==> config.mk <==
export PLATFORM = sky130hd
export DESIGN_NAME = cordic_vector_iter_16b
export DESIGN_NICKNAME = d
export VERILOG_FILES = /design/src/rtl/cordic_vector_iter_16b.sv
export SDC_FILE = /design/constraint.sdc
export NUM_CORES = 1
export LEC_CHECK = 0
export ABC_CLOCK_PERIOD_IN_PS = 5920
export BUFFER_PORTS_ARGS = -buffer_cell sky130_fd_sc_hd__buf_2
export CORE_MARGIN = 2
export CORE_UTILIZATION = 60
export CTS_BUF_LIST = sky130_fd_sc_hd__clkbuf_16
export CTS_CLUSTER_DIAMETER = 80
export CTS_CLUSTER_SIZE = 28
export DETAILED_ROUTE_END_ITERATION = 8
export GPL_TIMING_DRIVEN = 1
export PLACE_DENSITY_LB_ADDON = 0.05
export RECOVER_POWER = 50
export SETUP_SLACK_MARGIN = 0.5
export SYNTH_ARGS = -nofsm -noshare
export SYNTH_HDL_FRONTEND = slang
export SYNTH_SLANG_ARGS = --single-unit
==> constraint.sdc <==
create_clock -name clk -period 5.92 [get_ports clk]
set_clock_uncertainty 0.1 [all_clocks]
set_input_delay 0.296 -clock clk [delete_from_list [all_inputs] [get_ports clk]]
set_output_delay 0.296 -clock clk [all_outputs]
set_load 0.02 [all_outputs]
==> src/rtl/cordic_vector_iter_16b.sv <==
// cordic_vector_iter_16b
//   Iterative CORDIC, vectoring mode. A vector is accepted on an
//   in_valid/in_ready handshake. The block then performs one micro-rotation
//   per clock, driving y toward 0 and accumulating the angle in z. It uses
//   the rotation-mode angle table and shift schedule. The final x/y/z are
//   registered and presented with out_valid until out_ready takes them.
//
//   Ports
//     clk, rst             clock, synchronous active-high reset
//     in_valid / in_ready  input handshake (in_ready high only when idle)
//     x_in, y_in, z_in     initial vector and angle accumulator
//     out_valid/out_ready  output handshake (out_valid high only when done)
//     x_out, y_out, z_out  final x (magnitude * gain), residual y, angle
//
//   The result takes ITERATIONS clocks after the accept edge.
//   Back-to-back vectors are accepted once every ITERATIONS+2 clocks.
//   All arithmetic wraps and no gain compensation is applied.

// One vectoring micro-rotation. x, y and z all update from the current values.
module cordic_vector_iter_16b_urot #(
  parameter int WIDTH = 16
) (
  input  logic signed [WIDTH-1:0] x_cur,
  input  logic signed [WIDTH-1:0] y_cur,
  input  logic signed [WIDTH-1:0] z_cur,
  input  logic        [3:0]       shift,
  output logic signed [WIDTH-1:0] x_nxt,
  output logic signed [WIDTH-1:0] y_nxt,
  output logic signed [WIDTH-1:0] z_nxt
);
  localparam logic [15:0] ANG_BASE = 16'h8000;

  logic signed [WIDTH-1:0] x_sh, y_sh;
  logic        [WIDTH-1:0] ang;

  assign x_sh = x_cur >>> shift;
  assign y_sh = y_cur >>> shift;
  // Binary angle table: 16'h8000 >> i. It is the same table as the rotator.
  assign ang  = WIDTH'(ANG_BASE >> shift);

  always_comb begin
    x_nxt = x_cur;
    y_nxt = y_cur;
    z_nxt = z_cur;
    // A y of exactly zero takes the non-negative branch.
    if (!y_cur[WIDTH-1]) begin
      x_nxt = x_cur + y_sh;
      y_nxt = y_cur - x_sh;
      z_nxt = z_cur + $signed(ang);
    end else begin
      x_nxt = x_cur - y_sh;
      y_nxt = y_cur + x_sh;
      z_nxt = z_cur - $signed(ang);
    end
  end
endmodule

module cordic_vector_iter_16b #(
  parameter int WIDTH      = 16,
  parameter int ITERATIONS = 12   // 1..15
) (
  input  logic             clk,
  input  logic             rst,
  input  logic             in_valid,
  output logic             in_ready,
  input  logic [WIDTH-1:0] x_in,
  input  logic [WIDTH-1:0] y_in,
  input  logic [WIDTH-1:0] z_in,
  output logic             out_valid,
  input  logic             out_ready,
  output logic [WIDTH-1:0] x_out,
  output logic [WIDTH-1:0] y_out,
  output logic [WIDTH-1:0] z_out
);
  typedef enum logic [1:0] {IDLE, RUN, DONE} state_t;

  localparam logic [3:0] LAST_ITER = 4'(ITERATIONS - 1);

  state_t                  state_q, state_d;
  logic [3:0]              iter_q;
  logic signed [WIDTH-1:0] x_q, y_q, z_q;
  logic signed [WIDTH-1:0] x_nx, y_nx, z_nx;
  logic                    accept, last_iter;

  assign accept    = in_valid & in_ready;
  assign last_iter = (iter_q == LAST_ITER);

  cordic_vector_iter_16b_urot #(.WIDTH(WIDTH)) u_urot (
    .x_cur (x_q),
    .y_cur (y_q),
    .z_cur (z_q),
    .shift (iter_q),
    .x_nxt (x_nx),
    .y_nxt (y_nx),
    .z_nxt (z_nx)
  );

  always_comb begin
    state_d = state_q;
    case (state_q)
      IDLE:    if (accept)    state_d = RUN;
      RUN:     if (last_iter) state_d = DONE;
      DONE:    if (out_ready) state_d = IDLE;
      default:                state_d = IDLE;
    endcase
  end

  always_ff @(posedge clk) begin
    if (rst) begin
      state_q   <= IDLE;
      iter_q    <= '0;
      in_ready  <= 1'b1;
      out_valid <= 1'b0;
      x_q       <= '0;
      y_q       <= '0;
      z_q       <= '0;
      x_out     <= '0;
      y_out     <= '0;
      z_out     <= '0;
    end else begin
      state_q   <= state_d;
      // The handshake flags are registered copies of the next state.
      // This keeps in_ready independent of out_ready.
      in_ready  <= (state_d == IDLE);
      out_valid <= (state_d == DONE);
      case (state_q)
        IDLE: if (accept) begin
          x_q    <= $signed(x_in);
          y_q    <= $signed(y_in);
          z_q    <= $signed(z_in);
          iter_q <= '0;
        end
        RUN: begin
          x_q    <= x_nx;
          y_q    <= y_nx;
          z_q    <= z_nx;
          iter_q <= iter_q + 4'd1;
          // Capture the final rotation directly into the output registers.
          // Earlier results stay visible until this edge.
          if (last_iter) begin
            x_out <= x_nx;
            y_out <= y_nx;
            z_out <= z_nx;
          end
        end
        default: ;
      endcase
    end
  end
endmodule

* Word level (Yosys, flattened, before mapping)
Cells that the tools add are included.
Operators by class: add/sub/neg operators 7, equality and inequality tests 5, shift-type cells 3, mux-type cells 15, bitwise operators 1, reduce and logical (&&, ||, !) cells 5
Operator list (count):
- 2-to-1 mux 16 bit | 6
- one-hot mux 16 bit (2 select lines) | 3
- adder 16 bit | 3
- subtractor 16 bit | 3
- >>> shifter 16 x 4 -> 16 bit | 2
- >> shifter 16 x 4 -> 16 bit, first input constant | 1
- one-hot mux 4 bit (2 select lines) | 1
- 2-to-1 mux 2 bit | 3
- one-hot mux 2 bit (3 select lines) | 1
- adder 4 x 1 -> 4 bit, second input constant | 1
- == test 2 bit, second input constant | 2
- == test 4 bit, second input constant | 1
- logical NOT 2 bit | 2
- 2-to-1 mux 4 bit | 1
- AND reduction 2 bit | 2
- == test 2 x 1 -> 1 bit, second input constant | 1
- != test 2 bit, second input constant | 1
- nonzero test 2 bit | 1
- AND 1 bit | 1
Storage, ports and cells: register bits 104, bits of input ports 52, word-level logic and storage cells 46

* Depth between registers and ports, before layout
Gate-level depths: netlist of run 1.
depth in word-level cells 4, mapped depth 22

* Cells and area by module
Synthesis of run 1 repeated with hierarchy kept, for this count alone.
Unflattened totals: cell total of the unflattened synthesis 1128, area, all modules 9238.9 um^2
Modules (own cells, without submodules):
- cordic_vector_iter_16b | instances 1, cells each 568, area an instance 4773.3 um^2, seq. area each 2082.0 um^2
- cordic_vector_iter_16b_urot | instances 1, cells each 560, area an instance 4465.5 um^2, seq. area each 0.0 um^2

* Worst setup path after synthesis of run 1
OpenSTA, ideal clock, no wires.
kind register to register, start register iter_q[0], end register x_q[13], library setup time 0.137 ns, arrival 4.491 ns, required time 5.683 ns, slack 1.191 ns, stages on the path, launching flop included 23, cells stage by stage dfxtp_1 > buf_6 > buf_6 > buf_2 > buf_2 > mux4_2 > nor2_1 > o21ai_0 > o21ai_0 > ha_1 > and4b_1 > and3_1 > clkbuf_1 > nor3_1 > a21oi_1 > o21ai_1 > ha_1 > and2_1 > a31oi_1 > a21oi_1 > or4_1 > a21oi_1 > a211oi_1
On the way: cells in the longest elaborated chain, start to end 4, elaborated cells on any way between the ends 5, classes of those cells add/sub (2); shift (1); mux (2)
RTL lines:
- from (decl) | line 80 | logic [3:0] iter_q;
- from (signal assigned) | line 137 | iter_q <= iter_q + 4'd1;
- >>> shifter 16 x 4 -> 16 bit (*) | line 37 | assign y_sh = y_cur >>> shift;
- adder 16 bit / subtractor 16 bit (equally long branches) | line 47, 51
- 2-to-1 mux 16 bit (*) | line 46 | if (!y_cur[WIDTH-1]) begin
- one-hot mux 16 bit (2 select lines) (*) | line 126 | case (state_q)
- to (signal assigned) | line 128 | x_q <= $signed(x_in);
- to (signal assigned) | line 134 | x_q <= x_nx;
- to (decl) | line 81 | logic signed [WIDTH-1:0] x_q, y_q, z_q;
Every way passes the cells marked *; elsewhere a longest branch is shown, timed or not. A chain may end at the register's enable or synchronous reset.

* Final worst setup path of run 1
start register iter_q[0], end register x_q[15]
The elaborated chain is that of the path after synthesis.

==> results_dict.tcl, run 1 <==
set metrics [dict create \
    drt-pass1-iter-count 5 \
    top_usage_layer "met2" \
    ys_seq_area_frac 0.233 \
    grt_pass1_wl_um 42900 \
    hold_path_class "in2reg" \
    maxCapViolCount 3 \
    stdcell_count 1352 \
    final_nets 1275 \
    antenna_found_initial 0 \
    startpoint_type "flip-flop" \
    ant_nets 0 \
    critPathKind "reg2reg" \
    ff2ff_setup_slack_ns 0.74 \
    syn_area_per_cell_sq_um 8.06 \
    fmax_mhz 193 \
    syn2layout_area_growth_pct 9.09 \
    r2r_start "iter_q[0]" \
    dp_cells 1336 \
    grt_overflow 0 \
    setup_tns_ns 0 \
    finalHoldViolations 0 \
    use_met1 0.468 \
    p_comb_frac 0.572 \
    power_density_nw_per_um2 368 \
    synth.area.top_cells "dfxtp_1 23%, mux4_2 8.6%, ha_1 8.0%, a211oi_1 5.8%, nand2_1 5.3%" \
    final_layout_size_suffix_gt1_frac 0.115 \
    crit_fanout 22 \
    antennaDiodeCount 0 \
    yosysTopAreaCellShare 0.233 \
    cts_max_path_buffers 2 \
    tritoncts "done" \
    io_buffers 101 \
    power_frac_seq 0.248 \
    multi_input_area_sq_um 6450 \
    p_sw_frac 0.453 \
    hold_slack_ns 0.0887 \
    synth_nets 1220 \
    finalMaxSlewViolations 151 \
    clk_pin_slew_ns 0.08 \
    synth_common_cells "126 x nand2_1, 113 x nor2_1, 104 x dfxtp_1" \
    p_clk_frac 0.180 \
    drt_iter0_drc 832 \
    ys_ff_latch 104 \
    placed_area_sq_um 9530 \
    cp-endpoint "x_q[15]" \
    gr-usage-met3 0.0667 \
    routedWlPerCell_um 19.8 \
    htreeDepth 3 \
    r2r_cells 17 \
    die_h_um 126 \
    seqCellArea_sq_um 2090 \
    r2r_end "x_q[15]" \
    via_count 8753 \
    yosysUniqueCellTypes 71 \
    final-setup-viol-count 0 \
    p_leak_nw 3.73 \
    synthArstFlopShare 0 \
    die_w_um 126 \
    ios 102 \
    finalWorstSetupSlack_ns 0.736 \
    netlist_instances 1108 \
    synth_enable_flop_cells 0 \
    viasPerCell 6.47 \
    required_ns 6.10 \
    synth_flop_cell "dfxtp_1" \
    die_area_sq_um 15900 \
    cts_buffers 9 \
    failed_checks "capacitance limit, slew limit" \
    place_ws_ns 0.621 \
    worst_slew_pin_slew_ns 4.00 \
    p_sw_mw 1.63 \
    min_period_ns 5.18 \
    critPathArrivalTime_ns 5.37 \
    track_usage 0.339 \
    grt_util_met2 0.530 \
    clock_latency_ns 0.37 \
    cts_sinks 104 \
    wl_um 26800 \
    nFillCells 1321 \
    core_sq_um 14500 \
    p_int_mw 1.96 \
    routabilityCongestion 0.944 \
    rsz0062_at_grt "no" \
    grt_start_max_net_pins 78 \
    max-vdd-ir-drop_mv 0.257 \
    fp-row-count 44 \
    synth_area_leader_cell "dfxtp_1" \
    status "complete, but fails checks" \
    max-slew-margin-rel -1.66 \
    root_buffer "clkbuf_16" \
    cp-startpoint "iter_q[0]" \
    grt_pass1_vias 8139 \
    hpwl_um 19500 \
    start_util 0.615 \
    synth.most_common_cell "nand2_1" \
    fin_area_sq_um 9750 \
    final.period_utilization 0.876 \
    yosysWarningCount 0 \
    endpoint_kind "flip-flop" \
    syn-cell-area_sq_um 8930 \
    drc 0 \
]
worst max-delay path: stages (launching register included):
cell,delay (ns)
dfxtp_4,0.56
buf_4,0.30
clkbuf_1,0.33
mux4_2,0.57
a22oi_1,0.21
o21a_1,0.22
and4b_1,0.26
and3_1,0.34
nor3_1,0.08
a21oi_1,0.13
o21ai_1,0.08
ha_1,0.36
and2_1,0.18
a31oi_1,0.27
a21oi_1,0.18
o31ai_1,0.40
xnor3_1,0.30
a211oi_1,0.22
how the worst min path moves through the flow:
stage	end	cells after the start	startpoint
4_1_cts	x_q[0]	3	x_in[0]
3_5_place_dp	z_out[6]	2	z_out[6]
5_1_grt	x_q[0]	3	x_in[0]
6_report	x_q[0]	3	x_in[0]
3_3_place_gp	x_out[12]	2	x_out[12]
2_1_floorplan	x_q[0]	2	x_in[0]
timing repair:
action | in CTS | in global routing
gates resized for setup | 0 | 2
hold buffers | 0 | 0
setup buffers | 0 | 0
setup endpoints to repair | 0 | 11
state kept, by name, summed over array words and instances, names as in the netlist:
name	cells
y_q	16
y_out	16
x_q	16
iter_q	4
state_q	2
in_ready	1
x_out	16
out_valid	1
z_q	16
z_out	16
area by class of cell:
cell class,instances,area share
clock buffers,9,0.0231
clock inverters,7,0.00860
inverters,28,0.0108
multi-input cells,901,0.661
flip-flops and latches,104,0.214
well taps,184,0.0236
repair buffers,119,0.0580
stage by stage:
| stage | power [mW] | util |
|---|---|---|
| finish | 3.59 | 0.671 |
| global route | 3.83 | 0.671 |
| CTS | 3.55 | 0.677 |
| detailed placement | 2.90 | 0.656 |
| global placement | 2.89 | 0.656 |
| floorplan | 2.43 | - |
cell usage in the layout, fill, tap and decap left out, types with 35 or more instances in the layout:
master	synthesis	layout
a211oi_1	69	69
a21oi_1	88	88
buf_2	7	50
clkbuf_1	59	54
dfxtp_1	104	102
ha_1	57	57
mux2i_1	45	45
nand2_1	126	126
nor2_1	113	113
xnor2_1	35	35
power by group through the flow:
stage	registers (mW)	logic (mW)	clock network (mW)
floorplan	0.835	1.60	0
global placement	0.901	1.99	0
detailed placement	0.903	1.99	0
CTS	0.886	2.01	0.655
global route	0.899	2.26	0.676
finish	0.891	2.05	0.646
layer usage:
layer,share of wire,vias up
met5,0,-
met4,0.032,0
met3,0.084,54
met2,0.45,394
met1,0.43,4107
li1,-,4198
logic make-up (layout without fill, tap and decap cells):
group	after synthesis	in the layout	synth area share
multiplexers	87	87	0.146
buffers and inverters	103	163	0.0459
flip-flops	104	104	0.233
AND/OR/NAND/NOR	376	376	0.192
AO/OA/AOI/OAI	319	319	0.237
XOR/XNOR	59	59	0.0594
adder cells (fa/ha/maj)	60	60	0.0865
(Power assumes the default switching activity.)
==> run 2: changes to the inputs <==
--- a/config.mk
+++ b/config.mk
@@ -7,8 +7,10 @@
 export LEC_CHECK = 0
 export ABC_CLOCK_PERIOD_IN_PS = 5920
 export BUFFER_PORTS_ARGS = -buffer_cell sky130_fd_sc_hd__buf_2
+export CELL_PAD_IN_SITES_DETAIL_PLACEMENT = 1
+export CELL_PAD_IN_SITES_GLOBAL_PLACEMENT = 1
 export CORE_MARGIN = 2
-export CORE_UTILIZATION = 60
+export CORE_UTILIZATION = 45
 export CTS_BUF_LIST = sky130_fd_sc_hd__clkbuf_16
 export CTS_CLUSTER_DIAMETER = 80
 export CTS_CLUSTER_SIZE = 28
==> run 2 against run 1 <==
The run still ends with capacitance limit, slew limit left. Core utilization decreased by 16 points. Non-clock buffer count rose by 1. Via count increased by 0.75%. Maximum frequency up 2.1%.
==> results_dict.tcl, run 2 (synthesized netlist as in run 1, its figures left out) <==
set metrics [dict create \
    hpwl_um 22400 \
    io_buffers 101 \
    critPathKind "reg2reg" \
    fp-row-count 51 \
    min_period_ns 5.08 \
    multi_input_area_sq_um 6450 \
    fmax_mhz 197 \
    r2r_start "iter_q[3]" \
    core_sq_um 19500 \
    hold_path_class "in2reg" \
    rsz0062_at_grt "no" \
    die_w_um 145 \
    required_ns 6.09 \
    endpoint_kind "flip-flop" \
    antenna_found_initial 0 \
    grt_pass1_wl_um 48800 \
    final_layout_size_suffix_gt1_frac 0.116 \
    clock_latency_ns 0.37 \
    wl_um 30000 \
    most-common-layout-cells "126 x nand2_1, 113 x nor2_1, 101 x dfxtp_1" \
    r2r_cells 15 \
    clk_pin_slew_ns 0.08 \
    failed_checks "capacitance limit, slew limit" \
    hold_start "out_ready" \
    maxCapViolCount 3 \
    crit_fanout 15 \
    seqCellArea_sq_um 2090 \
    nFillCells 2423 \
    status "complete, but fails checks" \
    via_count 8819 \
    p_leak_nw 3.73 \
    final.period_utilization 0.858 \
    ff2ff_setup_slack_ns 0.84 \
    whs_endpoint "state_q[1]" \
    drt_iter0_drc 515 \
    final_common_cell "nand2_1" \
    setup_tns_ns 0 \
    tritoncts "done" \
    final_nets 1276 \
    finalMaxSlewViolations 96 \
    htreeDepth 3 \
    cts_sinks 104 \
    max-slew-margin-rel -0.693 \
    start_util 0.459 \
    root_buffer "clkbuf_16" \
    cts_max_path_buffers 2 \
    antennaDiodeCount 0 \
    cts_buffers 9 \
    hold_buffers 0 \
    finalHoldViolations 0 \
    grt_overflow 0 \
    whs_path_depth 3 \
    grt_start_max_net_pins 78 \
    syn2layout_area_growth_pct 10.4 \
    critPathArrivalTime_ns 5.25 \
    die_area_sq_um 21000 \
    ant_nets 0 \
    track_usage 0.286 \
    routedWlPerCell_um 20.9 \
    grt_pass1_vias 8983 \
    routabilityCongestion 0.954 \
    startpoint_type "flip-flop" \
    final-setup-viol-count 0 \
    drc 0 \
    die_h_um 145 \
    viasPerCell 6.15 \
    final_util 0.507 \
    power_density_nw_per_um2 369 \
    r2r_end "y_q[15]" \
    worst_slew_pin_slew_ns 2.53 \
    post_cts_buffers 0 \
    ios 102 \
    drt-pass1-iter-count 5 \
    max-vdd-ir-drop_mv 0.225 \
]
==> run 2: timing repair <==
item | 4_1_cts | 5_1_grt
gates resized for setup | 0 | 3
hold endpoints to repair | 0 | 0
endpoints found under the setup margin | 0 | 11
==> run 2: layout make-up <==
cell class / count / area share
multi-input cells: 901 / 0.654
flip-flops and latches: 104 / 0.212
repair buffers: 120 / 0.0581
well taps: 265 / 0.0336
clock buffers: 9 / 0.0228
inverters: 28 / 0.0107
clock inverters: 7 / 0.00901
==> run 2: metal layers <==
metal,track usage,vias to the layer above,share of wire
met5,0,-,0
met4,0.0812,0,0.022
met3,0.0418,45,0.040
met2,0.500,224,0.49
met1,0.368,4352,0.45
li1,-,4198,-
==> run 2: worst max path at each step <==
stage	from	endpoint	slack [ns]	depth (start not counted)
floorplan	iter_q[0]	x_q[13]	1.19	22
global placement	iter_q[0]	y_out[14]	0.83	13
detailed placement	iter_q[0]	x_out[15]	0.77	15
CTS	iter_q[0]	x_out[15]	0.73	15
global route	iter_q[3]	x_q[14]	0.54	16
finish	iter_q[3]	y_q[15]	0.84	15
==> run 2: where the power goes <==
group	internal, mW	leakage, nW	total [mW]	switching (mW)
combinational	0.859	2.73	2.08	1.22
clock	0.339	0.155	0.668	0.329
sequential	0.762	0.851	0.893	0.132
==> run 2: through the flow <==
stage	instances	power, mW	worst slack (ns)	hold slack, ns	area [sq um]
6_report	1434	3.64	0.841	0.106	9860
3_3_place_gp	1418	2.92	0.833	0.341	9640
4_1_cts	1434	3.63	0.730	0.0990	9950
2_1_floorplan	1108	2.43	1.19	0.351	8930
5_1_grt	1434	3.92	0.541	0.122	9860
3_5_place_dp	1418	2.95	0.769	0.347	9640
==> run 2: worst max-delay path, cell delays in order (launching register included) <==
cell and delay (ns):
dfxtp_1 0.70, inv_1 0.50, mux4_2 0.62, or2_1 0.28
or3_4 0.42, nor3_4 0.29, and2_1 0.21, nor2_1 0.06
xor2_1 0.16, ha_1 0.33, o21ai_0 0.23, nand2b_1 0.10
and3_1 0.19, a221oi_1 0.47, nand2_1 0.10, o211a_1 0.22
==> run 3: changes to the inputs <==
--- a/config.mk
+++ b/config.mk
@@ -9,6 +9,7 @@
 export BUFFER_PORTS_ARGS = -buffer_cell sky130_fd_sc_hd__buf_2
 export CELL_PAD_IN_SITES_DETAIL_PLACEMENT = 1
 export CELL_PAD_IN_SITES_GLOBAL_PLACEMENT = 1
+export CORE_ASPECT_RATIO = 1.5
 export CORE_MARGIN = 2
 export CORE_UTILIZATION = 45
 export CTS_BUF_LIST = sky130_fd_sc_hd__clkbuf_16
==> run 3 against run 2 <==
Via count is 0.88% higher. Critical path type unchanged. The run still ends with capacitance limit, slew limit left. Sequential power is 1% higher. Wire length is 7.5% higher. First-iteration DRC count is 24% higher. Power is 1.1% higher. Highest routed layer unchanged.
==> results_dict.tcl, run 3 (synthesized netlist as in run 1, its figures left out) <==
set metrics [dict create \
    final.period_utilization 0.862 \
    startpoint_type "flip-flop" \
    clk_pin_slew_ns 0.09 \
    root_buffer "clkbuf_16" \
    required_ns 6.05 \
    grt_pass1_vias 9047 \
    start_util 0.455 \
    track_usage 0.309 \
    p_leak_nw 3.75 \
    final_nets 1281 \
    fmax_mhz 196 \
    post_cts_buffers 0 \
    maxCapViolCount 3 \
    hpwl_um 24300 \
    stdcell_count 1434 \
    dp_cells 1418 \
    final_layout_size_suffix_gt1_frac 0.119 \
    critPathArrivalTime_ns 5.23 \
    io_buffers 101 \
    grt_pass1_wl_um 50600 \
    antennaDiodeCount 0 \
    ios 102 \
    drt-pass1-iter-count 5 \
    ant_nets 0 \
    failed_checks "capacitance limit, slew limit" \
    ctsResizeCount 0 \
    final-setup-viol-count 0 \
    drt_iter0_drc 639 \
    tritoncts "done" \
    antenna_found_initial 0 \
    fp-row-count 63 \
    max-vdd-ir-drop_mv 0.277 \
    drc 0 \
    max-slew-margin-rel -1.73 \
    die_h_um 177 \
    most-common-layout-cells "126 x nand2_1, 113 x nor2_1, 102 x dfxtp_1" \
    cts_max_path_buffers 2 \
    final_util 0.504 \
    crit_fanout 63 \
    routabilityCongestion 0.958 \
    cts_buffers 9 \
    setup_tns_ns 0 \
    min_period_ns 5.10 \
    finalHoldViolations 0 \
    clock_latency_ns 0.38 \
    viasPerCell 6.20 \
    status "complete, but fails checks" \
    worst_slew_pin_slew_ns 4.09 \
    rsz0062_at_grt "no" \
    core_sq_um 19600 \
    routedWlPerCell_um 22.5 \
    die_area_sq_um 21000 \
    finalMaxSlewViolations 158 \
    power_density_nw_per_um2 372 \
    cts_sinks 104 \
    final_common_cell "nand2_1" \
    critPathKind "reg2reg" \
    grt_start_max_net_pins 82 \
    hold_buffers 0 \
    wl_um 32300 \
    via_count 8897 \
    syn2layout_area_growth_pct 10.6 \
    htreeDepth 3 \
    hold_path_class "in2reg" \
    die_w_um 119 \
    grt_overflow 0 \
    endpoint_kind "flip-flop" \
]
## run 3: worst max-delay path: stages (launching register included)
cell,delay (ns)
dfxtp_1,0.34
nor3_1,0.20
clkbuf_1,2.89
nor2_1,0.85
a221oi_1,0.49
nor2_1,0.06
## run 3: power by group
part | internal [mW] | total [mW] | switching [mW] | leakage [nW]
registers | 0.762 | 0.902 | 0.141 | 0.851
logic | 0.872 | 2.14 | 1.27 | 2.76
clock network | 0.296 | 0.639 | 0.343 | 0.139
## run 3: path summary, 6_finish.rpt
| kind | start | end | slack [ns] | cells after the start |
|---|---|---|---|---|
| worst max-delay path | state_q[0] | x_q[0] | 0.82 | 5 |
| worst min-delay path | z_in[0] | z_q[0] | 0.08 | 3 |
| worst max register to register | state_q[0] | x_q[0] | 0.82 | 5 |
| worst min register to register | y_out[10] | y_out[10] | 0.36 | 2 |
## run 3: area by class of cell
cell class / instances / area [sq um]
timing repair buffer: 125 / 627
tap: 260 / 325
clock buffer: 9 / 225
multi-input combinational: 901 / 6450
fill: 2443 / 9740
sequential: 104 / 2090
inverter: 28 / 105
clock inverter: 7 / 65.1
## run 3: per-stage QoR
stage | hold WS [ns] | instance area, sq um | setup slack (ns) | total power [mW]
2_1_floorplan | 0.351 | 8930 | 1.19 | 2.43
3_3_place_gp | 0.340 | 9680 | 0.810 | 3.00
3_5_place_dp | 0.346 | 9680 | 0.697 | 3.04
4_1_cts | 0.0708 | 9970 | 0.648 | 3.68
5_1_grt | 0.107 | 9880 | 0.409 | 3.93
6_report | 0.0786 | 9880 | 0.819 | 3.68
## run 3: routing by layer
layer | vias up | GRT usage | routed length [um]
met4 | 0 | 0.179 | 2010
met3 | 83 | 0.0320 | 1020
met5 | - | 0 | 0
li1 | 4205 | - | -
met1 | 4375 | 0.329 | 12000
met2 | 234 | 0.584 | 17200
